<file path="src/rtl/axi_mem_bridge.sv">
// ---------------------------------------------------------------------------
// axi_mem_bridge
//   Bridges an instruction-fetch port (IFU, burst reads) and a load/store port
//   (LSU, single-beat reads and writes) onto one AXI4 master. One transaction
//   is in flight at a time; IFU uses AXI ID 0, LSU uses AXI ID 1.
//
// Build option:
//   AXI_MEM_BRIDGE_RR_EN  defined   -> round-robin arbitration, the last
//                                      granted port loses the next tie
//                         undefined -> LSU has fixed priority over IFU
//
// Ports:
//   clock, reset          rising-edge clock, synchronous active-high reset
//   ifu_req/addr/len      IFU burst read request (len = beats-1, INCR)
//   ifu_gnt               request accepted (one-cycle pulse, IDLE only)
//   ifu_rvalid/rdata/rlast/err   read beats forwarded from the R channel
//   lsu_req/we/addr/wdata/wstrb/size   LSU single-beat request
//   lsu_gnt               request accepted (one-cycle pulse, IDLE only)
//   lsu_done/rdata/err    completion pulse with read data / error flag
//   io_master_*           AXI4 master aw/w/b/ar/r channels
// ---------------------------------------------------------------------------
module axi_mem_bridge #(
    parameter int ADDR_W = 32,
    parameter int DATA_W = 32,
    parameter int ID_W   = 4,
    localparam int STRB_W = DATA_W / 8
) (
    input  logic              clock,
    input  logic              reset,

    input  logic              ifu_req,
    input  logic [ADDR_W-1:0] ifu_addr,
    input  logic [7:0]        ifu_len,
    output logic              ifu_gnt,
    output logic              ifu_rvalid,
    output logic [DATA_W-1:0] ifu_rdata,
    output logic              ifu_rlast,
    output logic              ifu_err,

    input  logic              lsu_req,
    input  logic              lsu_we,
    input  logic [ADDR_W-1:0] lsu_addr,
    input  logic [DATA_W-1:0] lsu_wdata,
    input  logic [STRB_W-1:0] lsu_wstrb,
    input  logic [2:0]        lsu_size,
    output logic              lsu_gnt,
    output logic              lsu_done,
    output logic [DATA_W-1:0] lsu_rdata,
    output logic              lsu_err,

    output logic              io_master_awvalid,
    output logic [ADDR_W-1:0] io_master_awaddr,
    output logic [ID_W-1:0]   io_master_awid,
    output logic [7:0]        io_master_awlen,
    output logic [2:0]        io_master_awsize,
    output logic [1:0]        io_master_awburst,
    input  logic              io_master_awready,

    output logic              io_master_wvalid,
    output logic [DATA_W-1:0] io_master_wdata,
    output logic [STRB_W-1:0] io_master_wstrb,
    output logic              io_master_wlast,
    input  logic              io_master_wready,

    output logic              io_master_bready,
    input  logic              io_master_bvalid,
    input  logic [1:0]        io_master_bresp,
    input  logic [ID_W-1:0]   io_master_bid,

    output logic              io_master_arvalid,
    output logic [ADDR_W-1:0] io_master_araddr,
    output logic [ID_W-1:0]   io_master_arid,
    output logic [7:0]        io_master_arlen,
    output logic [2:0]        io_master_arsize,
    output logic [1:0]        io_master_arburst,
    input  logic              io_master_arready,

    output logic              io_master_rready,
    input  logic              io_master_rvalid,
    input  logic [DATA_W-1:0] io_master_rdata,
    input  logic [1:0]        io_master_rresp,
    input  logic              io_master_rlast,
    input  logic [ID_W-1:0]   io_master_rid
);

    localparam logic [2:0] FULL_SIZE = 3'($clog2(STRB_W));
    localparam logic [1:0] BURST_INCR = 2'b01;

    typedef enum logic [2:0] {IDLE, RD_A, RD_D, WR_AW, WR_W, WR_A, WR_B} state_t;

    state_t              state;
    logic                owner_lsu;
    logic                we_q;
    logic [ADDR_W-1:0]   addr_q;
    logic [7:0]          len_q;
    logic [2:0]          size_q;
    logic [DATA_W-1:0]   wdata_q;
    logic [STRB_W-1:0]   wstrb_q;
    logic                arvalid_q, rready_q, awvalid_q, wvalid_q, bready_q;
    logic                lsu_win, r_fire, b_fire;

`ifdef AXI_MEM_BRIDGE_RR_EN
    logic                prefer_lsu;
    assign lsu_win = lsu_req && (!ifu_req || prefer_lsu);
`else
    assign lsu_win = lsu_req;
`endif

    // Grants are combinational so they only ever appear while in IDLE.
    assign lsu_gnt = !reset && (state == IDLE) && lsu_win;
    assign ifu_gnt = !reset && (state == IDLE) && ifu_req && !lsu_win;

    always_ff @(posedge clock) begin
        if (reset) begin
            state     <= IDLE;
            owner_lsu <= 1'b0;
            we_q      <= 1'b0;
            addr_q    <= '0;
            len_q     <= '0;
            size_q    <= '0;
            wdata_q   <= '0;
            wstrb_q   <= '0;
            arvalid_q <= 1'b0;
            rready_q  <= 1'b0;
            awvalid_q <= 1'b0;
            wvalid_q  <= 1'b0;
            bready_q  <= 1'b0;
`ifdef AXI_MEM_BRIDGE_RR_EN
            prefer_lsu <= 1'b1;
`endif
        end else begin
            case (state)
                IDLE: if (lsu_gnt || ifu_gnt) begin
                    owner_lsu <= lsu_gnt;
                    we_q      <= lsu_gnt && lsu_we;
                    addr_q    <= lsu_gnt ? lsu_addr : ifu_addr;
                    len_q     <= lsu_gnt ? 8'd0 : ifu_len;
                    size_q    <= lsu_gnt ? lsu_size : FULL_SIZE;
                    wdata_q   <= lsu_gnt ? lsu_wdata : '0;
                    wstrb_q   <= lsu_gnt ? lsu_wstrb : '0;
`ifdef AXI_MEM_BRIDGE_RR_EN
                    prefer_lsu <= !lsu_gnt;
`endif
                    if (lsu_gnt && lsu_we) begin
                        state     <= WR_AW;
                        awvalid_q <= 1'b1;
                        wvalid_q  <= 1'b1;
                    end else begin
                        state     <= RD_A;
                        arvalid_q <= 1'b1;
                    end
                end
                RD_A: if (io_master_arready) begin
                    arvalid_q <= 1'b0;
                    rready_q  <= 1'b1;
                    state     <= RD_D;
                end
                RD_D: if (io_master_rvalid && (owner_lsu || io_master_rlast)) begin
                    rready_q <= 1'b0;
                    state    <= IDLE;
                end
                WR_AW: begin
                    if (io_master_awready) awvalid_q <= 1'b0;
                    if (io_master_wready)  wvalid_q  <= 1'b0;
                    if (io_master_awready && io_master_wready) begin
                        bready_q <= 1'b1;
                        state    <= WR_B;
                    end else if (io_master_awready) begin
                        state <= WR_W;
                    end else if (io_master_wready) begin
                        state <= WR_A;
                    end
                end
                WR_W: if (io_master_wready) begin
                    wvalid_q <= 1'b0;
                    bready_q <= 1'b1;
                    state    <= WR_B;
                end
                WR_A: if (io_master_awready) begin
                    awvalid_q <= 1'b0;
                    bready_q  <= 1'b1;
                    state     <= WR_B;
                end
                WR_B: if (io_master_bvalid) begin
                    bready_q <= 1'b0;
                    state    <= IDLE;
                end
                default: state <= IDLE;
            endcase
        end
    end

    assign io_master_arvalid = arvalid_q;
    assign io_master_araddr  = addr_q;
    assign io_master_arid    = ID_W'(owner_lsu);
    assign io_master_arlen   = len_q;
    assign io_master_arsize  = size_q;
    assign io_master_arburst = BURST_INCR;
    assign io_master_rready  = rready_q;

    assign io_master_awvalid = awvalid_q;
    assign io_master_awaddr  = addr_q;
    assign io_master_awid    = ID_W'(owner_lsu);
    assign io_master_awlen   = 8'd0;
    assign io_master_awsize  = size_q;
    assign io_master_awburst = BURST_INCR;
    assign io_master_wvalid  = wvalid_q;
    assign io_master_wdata   = wdata_q;
    assign io_master_wstrb   = wstrb_q;
    assign io_master_wlast   = 1'b1;
    assign io_master_bready  = bready_q;

    // Beats and responses are forwarded in the handshake cycle itself.
    assign r_fire = !reset && rready_q && io_master_rvalid;
    assign b_fire = !reset && bready_q && io_master_bvalid;

    assign ifu_rvalid = r_fire && !owner_lsu;
    assign ifu_rdata  = io_master_rdata;
    assign ifu_rlast  = ifu_rvalid && io_master_rlast;
    assign ifu_err    = ifu_rvalid && (io_master_rresp != 2'b00);

    assign lsu_done  = (r_fire && owner_lsu) || b_fire;
    assign lsu_rdata = io_master_rdata;
    assign lsu_err   = (r_fire && owner_lsu && (io_master_rresp != 2'b00)) ||
                       (b_fire && (io_master_bresp != 2'b00));

    // Response IDs are implied by the single outstanding transaction.
    logic unused_ok;
    assign unused_ok = ^{io_master_rid, io_master_bid, we_q};

endmodule

</file>
<file path="config.mk">
export PLATFORM = sky130hd
export DESIGN_NAME = axi_mem_bridge
export DESIGN_NICKNAME = d
export VERILOG_FILES = /design/src/rtl/axi_mem_bridge.sv
export SDC_FILE = /design/constraint.sdc
export NUM_CORES = 1
export LEC_CHECK = 0
export CELL_PAD_IN_SITES_DETAIL_PLACEMENT = 2
export CELL_PAD_IN_SITES_GLOBAL_PLACEMENT = 2
export CORE_MARGIN = 4
export CORE_UTILIZATION = 16
export CTS_BUF_LIST = sky130_fd_sc_hd__clkbuf_2 sky130_fd_sc_hd__clkbuf_4 sky130_fd_sc_hd__clkbuf_8
export DETAILED_ROUTE_END_ITERATION = 12
export PLACE_DENSITY_LB_ADDON = 0.1
export SYNTH_ARGS = -nofsm -noshare
export SYNTH_HDL_FRONTEND = slang
export SYNTH_SLANG_ARGS = --single-unit
</file>
<file path="constraint.sdc">
create_clock -name clock -period 1.9 [get_ports clock]
set_input_delay 0.38 -clock clock [delete_from_list [all_inputs] [get_ports clock]]
set_output_delay 0.38 -clock clock [all_outputs]
set_load 0.005 [all_outputs]
</file>
Word-level counts from Yosys, hierarchy flattened
Cells that the tools add are included.
{"block": "totals", "output_inout_bits": 211, "regBits": 88, "in_bits": 166, "elab_cells": 105}
{"block": "op_classes", "reduce_logical": 41, "n_eq_ne": 18, "mux": 34}
{"op": "2-to-1 mux 32 bit", "count": 2}
{"op": "2-to-1 mux 3 bit", "count": 10}
{"op": "case mux 3 bit (7 select lines)", "count": 1}
{"op": "logical AND 1 bit", "count": 17}
{"op": "!= test 2 bit, second input constant", "count": 7}
{"op": "2-to-1 mux 1 bit", "count": 13}
{"op": "AND reduction 4 bit", "count": 3}
{"op": "nonzero test 2 bit", "count": 6}
{"op": "equality test 3 bit, second input constant", "count": 3}
{"op": "2-to-1 mux 8 bit", "count": 1}
{"op": "!= test 2 x 1 -> 1 bit, second input constant", "count": 4}
{"op": "case mux 1 bit (2 select lines)", "count": 4}
{"op": "AND reduction 7 bit", "count": 1}
{"op": "equality test 3 x 2 -> 1 bit, second input constant", "count": 2}
{"op": "AND reduction 5 bit", "count": 1}
{"op": "logical OR 1 bit", "count": 4}
{"op": "2-to-1 mux 4 bit", "count": 1}
{"op": "!= test 4 bit, second input constant", "count": 1}
{"op": "case mux 1 bit (4 select lines)", "count": 1}
{"op": "nonzero test 4 bit", "count": 1}
{"op": "OR reduction 2 bit", "count": 2}
{"op": "equality test 3 x 1 -> 1 bit, second input constant", "count": 1}
{"op": "logical NOT 1 bit", "count": 3}
{"op": "logical NOT 3 bit", "count": 1}
{"op": "3 further kinds", "count": 3}

Depth between registers and ports, before layout
Gate-level depths: netlist (run 1).
{"block": "depth", "depth_word": 7, "depth_mapped": 8, "mapped_depth_nobuf": 5}

Least setup slack after synthesis (run 1)
No wires, ideal clock.
{"block": "synth_path", "kind": "register to output", "start": "register state[2]", "end": "output port ifu_gnt", "t_required_ps": 1520, "arrival_time_ps": 1239, "path_slack_ps": 281, "stages_incl_launch_ff": 5, "path_buffers": 1, "path_cell_list": "dfxtp_1 -> buf_2 -> nor4_4 -> nand2_1 -> nor2_1"}
{"block": "synth_between", "elab_chain_cells": 4}
{"item": "start, declared", "line": "91", "text": "state_t state;"}
{"item": "start signal, assigned", "line": "115", "text": "state <= IDLE;"}
{"item": "start signal, assigned", "line": "145", "text": "state <= WR_AW;"}
{"item": "start signal, assigned", "line": "149", "text": "state <= RD_A;"}
{"item": "logical NOT 3 bit", "line": "111", "text": "assign ifu_gnt = !reset && (state == IDLE) && ifu_req && !lsu_win;"}
{"item": "logical AND 1 bit (3 in a row)", "line": "111"}
{"item": "end, declared", "line": "34", "text": "output logic ifu_gnt,"}
Every way passes these cells.

Final worst setup path (run 1)
{"block": "layout_path", "start": "input port io_master_rresp[1]", "end": "output port lsu_err"}
{"block": "layout_between", "elab_chain_cells": 3}
{"item": "start, declared", "line": "81", "text": "input logic [1:0] io_master_rresp,"}
{"item": "nonzero test 2 bit", "line": "224", "text": "assign lsu_err = (r_fire && owner_lsu && (io_master_rresp != 2'b00)) ||"}
{"item": "logical AND 1 bit", "line": "224"}
{"item": "logical OR 1 bit", "line": "224"}
{"item": "end, declared", "line": "49", "text": "output logic lsu_err,"}
Every way passes these cells.

==> results.py, run 1 <==
metrics = {
    "critical_path": {
        "setup.worst_path.end_class": "output port",
        "critical_path.startpoint_type": "input pin",
        "setup.worst_path.class": "in2out",
        "r2r_setup_slack_ps": 120,
        "critPathMaxStageDelay_ps": 460,
        "critical_path.max_fanout": 2,
        "endpoint": "lsu_err",
        "r2r.worst_path.cells": 7,
        "critPathArrivalTime_ps": 1430,
        "timing.critical_path.slowest_stage_cell": "clkdlybuf4s50_1",
        "rr_startpoint": "state[0]$_SDFFE_PP0P_",
        "cp.required_ps": 1520,
        "r2r_end": "io_master_araddr[16]$_SDFFE_PP0P_",
        "startpoint": "io_master_rresp[1]",
        "timing.critical_path.cells": "clkdlybuf4s50_1 -> nor2_1 -> o32ai_2 -> dlygate4sd2_1",
    },
    "timing": {
        "timing_worst_slew_pin_value_ps": 694,
        "report.final.setup_viol": 0,
        "slew_headroom": 0.537,
        "final_tns_setup_ps": 0,
        "finClkSkew_ps": 12.6,
        "max_freq_mhz": 553,
        "rsz0062_at_grt": "yes",
        "period_needed_ps": 1810,
        "report.final.hold_viol_count": 0,
        "tcrit_tclk_final": 0.951,
        "final-max-slew-violation-count": 0,
    },
    "clock_network": {
        "clkLatencyLatePin_ps": 380,
        "clock_tree.root_cell": "clkbuf_8",
        "cts_tree": "built",
        "h_tree_depth": 3,
        "cts_max_path_buffers": 2,
        "clkTransAtPathRegs_ps": 100,
        "hold_buffers": 0,
        "clock_sink_count": 88,
        "cts-buffers-inserted": 9,
    },
    "grt": {
        "grt_overflow": 0,
        "first_global_vias": 4837,
        "grt_start_max_net_pins": 61,
        "grt_usage": 0.121,
        "first_pass_grt_wire_length_um": 29300,
        "number_of_antenna_violations_at_the_first_check_in_global_routing": 1,
    },
    "routing": {
        "drt_pre_antenna_iters": 4,
        "drcViolationCount": 0,
        "avgRoutedWirePerCell_um": 18.1,
        "first_iter_violations": 108,
        "routed_via_density": 4.04,
        "route.final.wire_length_um": 19400,
        "route.vias.total": 4345,
        "ant_nets": 0,
    },
    "yosys": {
        "synth_largest_area_cell": "dfxtp_1",
        "ys_ff_latch": 88,
        "synthAdderAreaFrac": 0,
        "asyncSetResetFlopFracSynth": 0,
        "syn_avg_cell_area_sq_um": 8.29,
        "syn-cell-area_sq_mm": 0.00447,
        "share_of_synthesized_area_occupied_by_flip_flops_and_latches": 0.394,
        "yosysWarnings": 0,
        "ys_dominant_reg_cell": "dfxtp_1",
        "synth_top_family_by_area": "buffers and inverters",
        "yosys.area_share.xor_xnor": 0.00196,
        "post_synth_mux_area_share": 0.0246,
        "synth_edf_count": 0,
        "syn-instance-count": 539,
        "ys_types": 40,
        "synth_area_leaders": "dfxtp_1 39%, buf_4 21%, nor2_1 6.9%, a22oi_1 6.7%, a311oi_1 6.3%",
        "yosysTopAreaCellShare": 0.394,
        "synthSimpleGateAreaFrac": 0.164,
        "synth_compound_gate_area_share": 0.170,
    },
    "cells_and_area": {
        "nNetsFinal": 863,
        "design_area_sq_mm": 0.00710,
        "area_growth_syn_to_layout_pct": 58.9,
        "fraction_of_layout_instances_using_a_drive_strength_above_1": 0.0954,
        "n_fill_cell": 3118,
    },
    "job": {
        "drv.max_cap_violation_count": 0,
    },
    "floorplanning": {
        "rows": 60,
        "core_region_area_sq_mm": 0.0273,
        "io-pin-count": 377,
        "die_w_um": 175,
        "die-height_um": 175,
        "die_area_sq_mm": 0.0307,
        "start_util": 0.164,
    },
    "pwr": {
        "vdd_drop_max_v": 0.000364,
        "pwr_density_cell_mw_per_mm2": 857,
        "leakagePower_uw": 0.00267,
    },
    "place": {
        "post-dp-hpwl_um": 14500,
        "place.gp.congestion": 0.689,
        "port-buffer-count": 253,
        "dpl-instance-area_sq_mm": 0.00677,
    },
    "hold_path": {
        "min-delay-path-class": "in2reg",
    },
    "run_status": {
        "run_status": "finished clean",
    },
}
cell usage in the layout (no fill, tap or decap), drive strengths merged, types with 2 or more instances in the layout:
cell / Yosys / final
a22oi: 40 / 40
o21ai: 7 / 7
nand2: 71 / 71
nor3: 9 / 9
nand3: 2 / 2
clkinv: 0 / 2
o21bai: 2 / 2
a21oi: 4 / 4
nand3b: 2 / 2
dfxtp: 88 / 88
mux2i: 11 / 11
clkdlybuf4s50: 0 / 244
bufinv: 0 / 3
dlygate4sd2: 0 / 6
nand2b: 4 / 4
a211oi: 3 / 3
clkbuf: 18 / 10
conb: 2 / 19
nor3b: 2 / 2
nor2: 82 / 82
nor4: 2 / 2
buf: 138 / 35
inv: 5 / 7
a311oi: 32 / 32
and2: 2 / 2
report_power, final:
| part | internal, uW | switching [uW] |
|---|---|---|
| clock | 894 | 816 |
| sequential | 2070 | 180 |
| combinational | 1220 | 904 |
| total | 4190 | 1900 |
per-layer routing:
metal | track usage | vias to the layer above | share of wire
met2 | 0.190 | 207 | 0.44
met1 | 0.142 | 2098 | 0.42
met5 | 0 | - | 0.0010
met3 | 0.0679 | 25 | 0.13
li1 | - | 2013 | -
met4 | 0.0363 | 2 | 0.012
cells by family after synthesis:
| kind of cell | after synthesis |
|---|---|
| AOI/OAI and AO/OA | 99 |
| xor gates and xnor gates | 1 |
| buffers and inverters | 161 |
| DFF | 88 |
| muxes | 11 |
| other | 2 |
| and+or+nand+nor | 177 |
through the flow:
| stage | instances | setup slack [ps] | power, uW | hold WS, ps | util |
|---|---|---|---|---|---|
| 6_report | 1075 | 93.0 | 6090 | 483 | 0.261 |
| 5_1_grt | 1074 | -18.8 | 6530 | 490 | 0.261 |
| 4_1_cts | 1073 | -19.5 | 6210 | 463 | 0.258 |
| 3_5_place_dp | 1056 | -357 | 4410 | 472 | 0.248 |
| 3_3_place_gp | 1056 | -278 | 4350 | 473 | 0.248 |
| 2_1_floorplan | 556 | 281 | 3330 | 466 | - |
worst min-delay path by stage:
stage                              startpoint                             end  slack (ps)  cells after the start
2_1_floorplan  io_master_arvalid$_SDFFE_PP0P_  io_master_arvalid$_SDFFE_PP0P_         470                      2
3_3_place_gp   io_master_arvalid$_SDFFE_PP0P_  io_master_arvalid$_SDFFE_PP0P_         470                      2
3_5_place_dp   io_master_arvalid$_SDFFE_PP0P_  io_master_arvalid$_SDFFE_PP0P_         470                      2
4_1_cts                                 reset          owner_lsu$_SDFFE_PP0P_         460                      4
5_1_grt                                 reset          owner_lsu$_SDFFE_PP0P_         490                      4
6_report                                reset          owner_lsu$_SDFFE_PP0P_         480                      4
synthesized netlist by cell type, types with 2 or more instances:
cell      number
nor2_1        82
buf_2         11
buf_1          2
mux2i_1       11
clkbuf_1      18
o21ai_0        4
buf_4        125
nor3b_1        2
nand2_1       70
a21oi_1        4
o21ai_1        3
and2_1         2
dfxtp_1       88
inv_1          3
nand2b_1       4
conb_1         2
inv_2          2
a311oi_1      32
nand3b_1       2
a22oi_1       40
nor3_1         9
o21bai_1       2
nand3_1        2
a211oi_1       3
final cells by class:
cell class | instances | area [sq um] | area share
timing repair buffer | 286 | 2860 | 0.402
sequential | 88 | 1770 | 0.249
multi-input combinational | 307 | 1740 | 0.245
tap | 372 | 465 | 0.0655
clock inverter | 7 | 128 | 0.0180
clock buffer | 9 | 124 | 0.0174
inverter | 5 | 18.8 | 0.00264
antenna | 1 | 2.50 | 0.000352
critical path, delay by kind of cell:
family	cells	cell delay (ps)
AND/OR/NAND/NOR	1	70
buffers and inverters	2	730
AO/OA/AOI/OAI	1	250
registers in the layout, indices dropped and copies added, names as in the netlist:
register / flops
io_master_araddr: 32
io_master_wdata: 32
io_master_arlen: 8
io_master_wstrb: 4
io_master_arsize: 3
state: 3
io_master_arvalid: 1
io_master_awvalid: 1
io_master_bready: 1
io_master_rready: 1
io_master_wvalid: 1
owner_lsu: 1
timing repair:
item                       4_1_cts  5_1_grt
gates resized for setup         22       11
cloned                           0        1
setup endpoints to repair        7       10
pin swaps                        0        2
setup buffers                    1        0
Note: power is estimated with default switching activity, not from simulation.
==> run 2, diff against run 1 <==
Settings changed: GPL_TIMING_DRIVEN set to 0.
==> results.py, run 2 (synthesis gave the netlist of run 1 again) <==
metrics = {
    "critical_path": {
        "rr_startpoint": "state[0]$_SDFFE_PP0P_",
        "r2r.worst_path.cells": 8,
        "cp.required_ps": 1520,
        "critPathMaxStageDelay_ps": 360,
        "r2r_end": "io_master_wdata[26]$_SDFFE_PP0P_",
        "timing.critical_path.slowest_stage_cell": "dfxtp_4",
        "setup.worst_path.end_class": "output port",
        "r2r_setup_slack_ps": 60,
        "startpoint": "state[0]$_SDFFE_PP0P_",
        "critical_path.max_fanout": 2,
        "critPathArrivalTime_ps": 1560,
        "timing.critical_path.cells": "nor4_4 -> buf_4 -> nand2_4 -> inv_8 -> buf_8 -> buf_6",
        "critical_path.startpoint_type": "register",
        "setup.worst_path.class": "reg2out",
    },
    "grt": {
        "first_global_vias": 5702,
        "number_of_antenna_violations_at_the_first_check_in_global_routing": 4,
        "first_pass_grt_wire_length_um": 33900,
        "grt_start_max_net_pins": 16,
        "grt_usage": 0.140,
        "grt_overflow": 0,
    },
    "pwr": {
        "switching_power_uw": 1980,
        "share_comb_of_total_power": 0.423,
        "clockPowerShare": 0.217,
        "vdd_drop_max_v": 0.000267,
        "leakagePower_uw": 0.00355,
        "power_frac_seq": 0.359,
        "totalPowerFinal_uw": 6280,
        "switching_share": 0.315,
        "internal_power_uw": 4300,
        "pwr_density_cell_mw_per_mm2": 724,
    },
    "cells_and_area": {
        "design_area_sq_mm": 0.00868,
        "fraction_of_layout_instances_using_a_drive_strength_above_1": 0.223,
        "finish.cell_count_without_fillers": 1276,
        "nNetsFinal": 1066,
        "antennaDiodeCount": 0,
        "layout_commonest_cell": "clkdlybuf4s50_1",
        "area_growth_syn_to_layout_pct": 94.1,
        "mostFrequentLayoutCells": "306 x clkdlybuf4s50_1, 142 x buf_4, 83 x dfxtp_1",
    },
    "hold_path": {
        "holdPathStages": 3,
        "hold_start": "reset",
        "min-delay-path-class": "in2reg",
        "hold_end": "io_master_araddr[14]$_SDFFE_PP0P_",
    },
    "floorplanning": {
        "die_area_sq_mm": 0.0307,
        "io-pin-count": 377,
        "die-height_um": 175,
        "start_util": 0.164,
        "die_w_um": 175,
        "core_region_area_sq_mm": 0.0273,
        "rows": 60,
    },
    "timing": {
        "final_tns_setup_ps": -43.2,
        "report.final.hold_viol_count": 0,
        "timing_worst_slew_pin_value_ps": 520,
        "slew_headroom": 0.653,
        "final-max-slew-violation-count": 0,
        "period_needed_ps": 1940,
        "finalWorstSetupSlack_ps": -43.2,
        "smallest_hold_slack_ps": 464,
        "tcrit_tclk_final": 1.02,
        "max_freq_mhz": 515,
        "finClkSkew_ps": 17.7,
        "rsz0062_at_grt": "yes",
        "report.final.setup_viol": 1,
    },
    "place": {
        "post-place-cells": 1244,
        "port-buffer-count": 316,
        "dpl-instance-area_sq_mm": 0.00816,
        "place.gp.congestion": 0.811,
        "post-dp-hpwl_um": 18000,
    },
    "routing": {
        "first_iter_violations": 120,
        "avgRoutedWirePerCell_um": 17.6,
        "drcViolationCount": 0,
        "route.vias.total": 5104,
        "ant_nets": 0,
        "route.final.wire_length_um": 22500,
        "routed_via_density": 4.00,
        "drt_pre_antenna_iters": 4,
    },
    "clock_network": {
        "clkLatencyLatePin_ps": 380,
        "cts-buffers-inserted": 9,
        "clock_tree.root_cell": "clkbuf_8",
        "cts_max_path_buffers": 2,
        "clkTransAtPathRegs_ps": 100,
        "cts_tree": "built",
        "h_tree_depth": 3,
        "clock_sink_count": 88,
    },
    "run_status": {
        "failing_checks": "setup timing",
        "run_status": "finished with violations",
    },
    "job": {
        "drv.max_cap_violation_count": 0,
    },
}
## run 2: cell types whose count changed in the layout (fill, tap and decap cells not counted), moves of 3 or more
cell             change
clkdlybuf4s50_1     +62
clkbuf_2             +5
buf_4              +115
clkbuf_1             +8
a22oi_1              -3
buf_12               -5
buf_2                +6
buf_6                +6
dfxtp_4              +3
a22oi_2              +3
## run 2: worst max path at each step
| stage | to | slack (ps) | depth (start not counted) |
|---|---|---|---|
| after floorplan | ifu_gnt | 280 | 4 |
| after global placement | lsu_err | -1430 | 5 |
| after detailed placement | lsu_err | -1420 | 5 |
| after CTS | ifu_gnt | -80 | 5 |
| after global routing | lsu_gnt | -130 | 6 |
| final | lsu_gnt | -40 | 6 |
## run 2: routing by layer
layer  vias up  routed length, um  track usage  share of wire
met3        19               2520       0.0736           0.11
met2       234              10600        0.238           0.47
met5         -                 43            0         0.0019
li1       2417                  -            -              -
met4         8                225       0.0311          0.010
met1      2426               9090        0.157           0.40
## run 2: worst max-delay path, delay by kind of cell, from the launching register on
kind                   cells  cell delay, ps
DFF                        1             360
buffers and inverters      4             450
and+or+nand+nor            2             370
## run 2: repair_timing
action	4_1_cts	5_1_grt
pin swaps	2	8
gates resized for setup	68	28
cloned	1	0
setup buffers	15	3
endpoints found under the setup margin	95	74
hold buffers	0	0
## run 2: area by class of cell
cell class              instances  area [sq um]
flip-flops and latches         88          1780
clock inverters                 6          67.6
repair buffers                334          3290
fillers                      3081         18600
multi-input cells             307          1750
well taps                     372           465
inverters                       5          26.3
plain buffers                 155          1180
clock buffers                   9           124
## run 2: per-stage QoR
| step | setup slack (ps) | util |
|---|---|---|
| floorplan | 281 | - |
| detailed placement | -1420 | 0.300 |
| global placement | -1430 | 0.300 |
| CTS | -81.7 | 0.315 |
| global route | -132 | 0.318 |
| finish | -43.2 | 0.318 |
## run 2: power by group through the flow
stage	Combinational [uW]	Clock, uW	Sequential [uW]
detailed placement	2490	0	2300
CTS	2640	1470	2270
global placement	2430	0	2290
global route	2890	1520	2300
finish	2660	1370	2260
floorplan	1060	0	2270
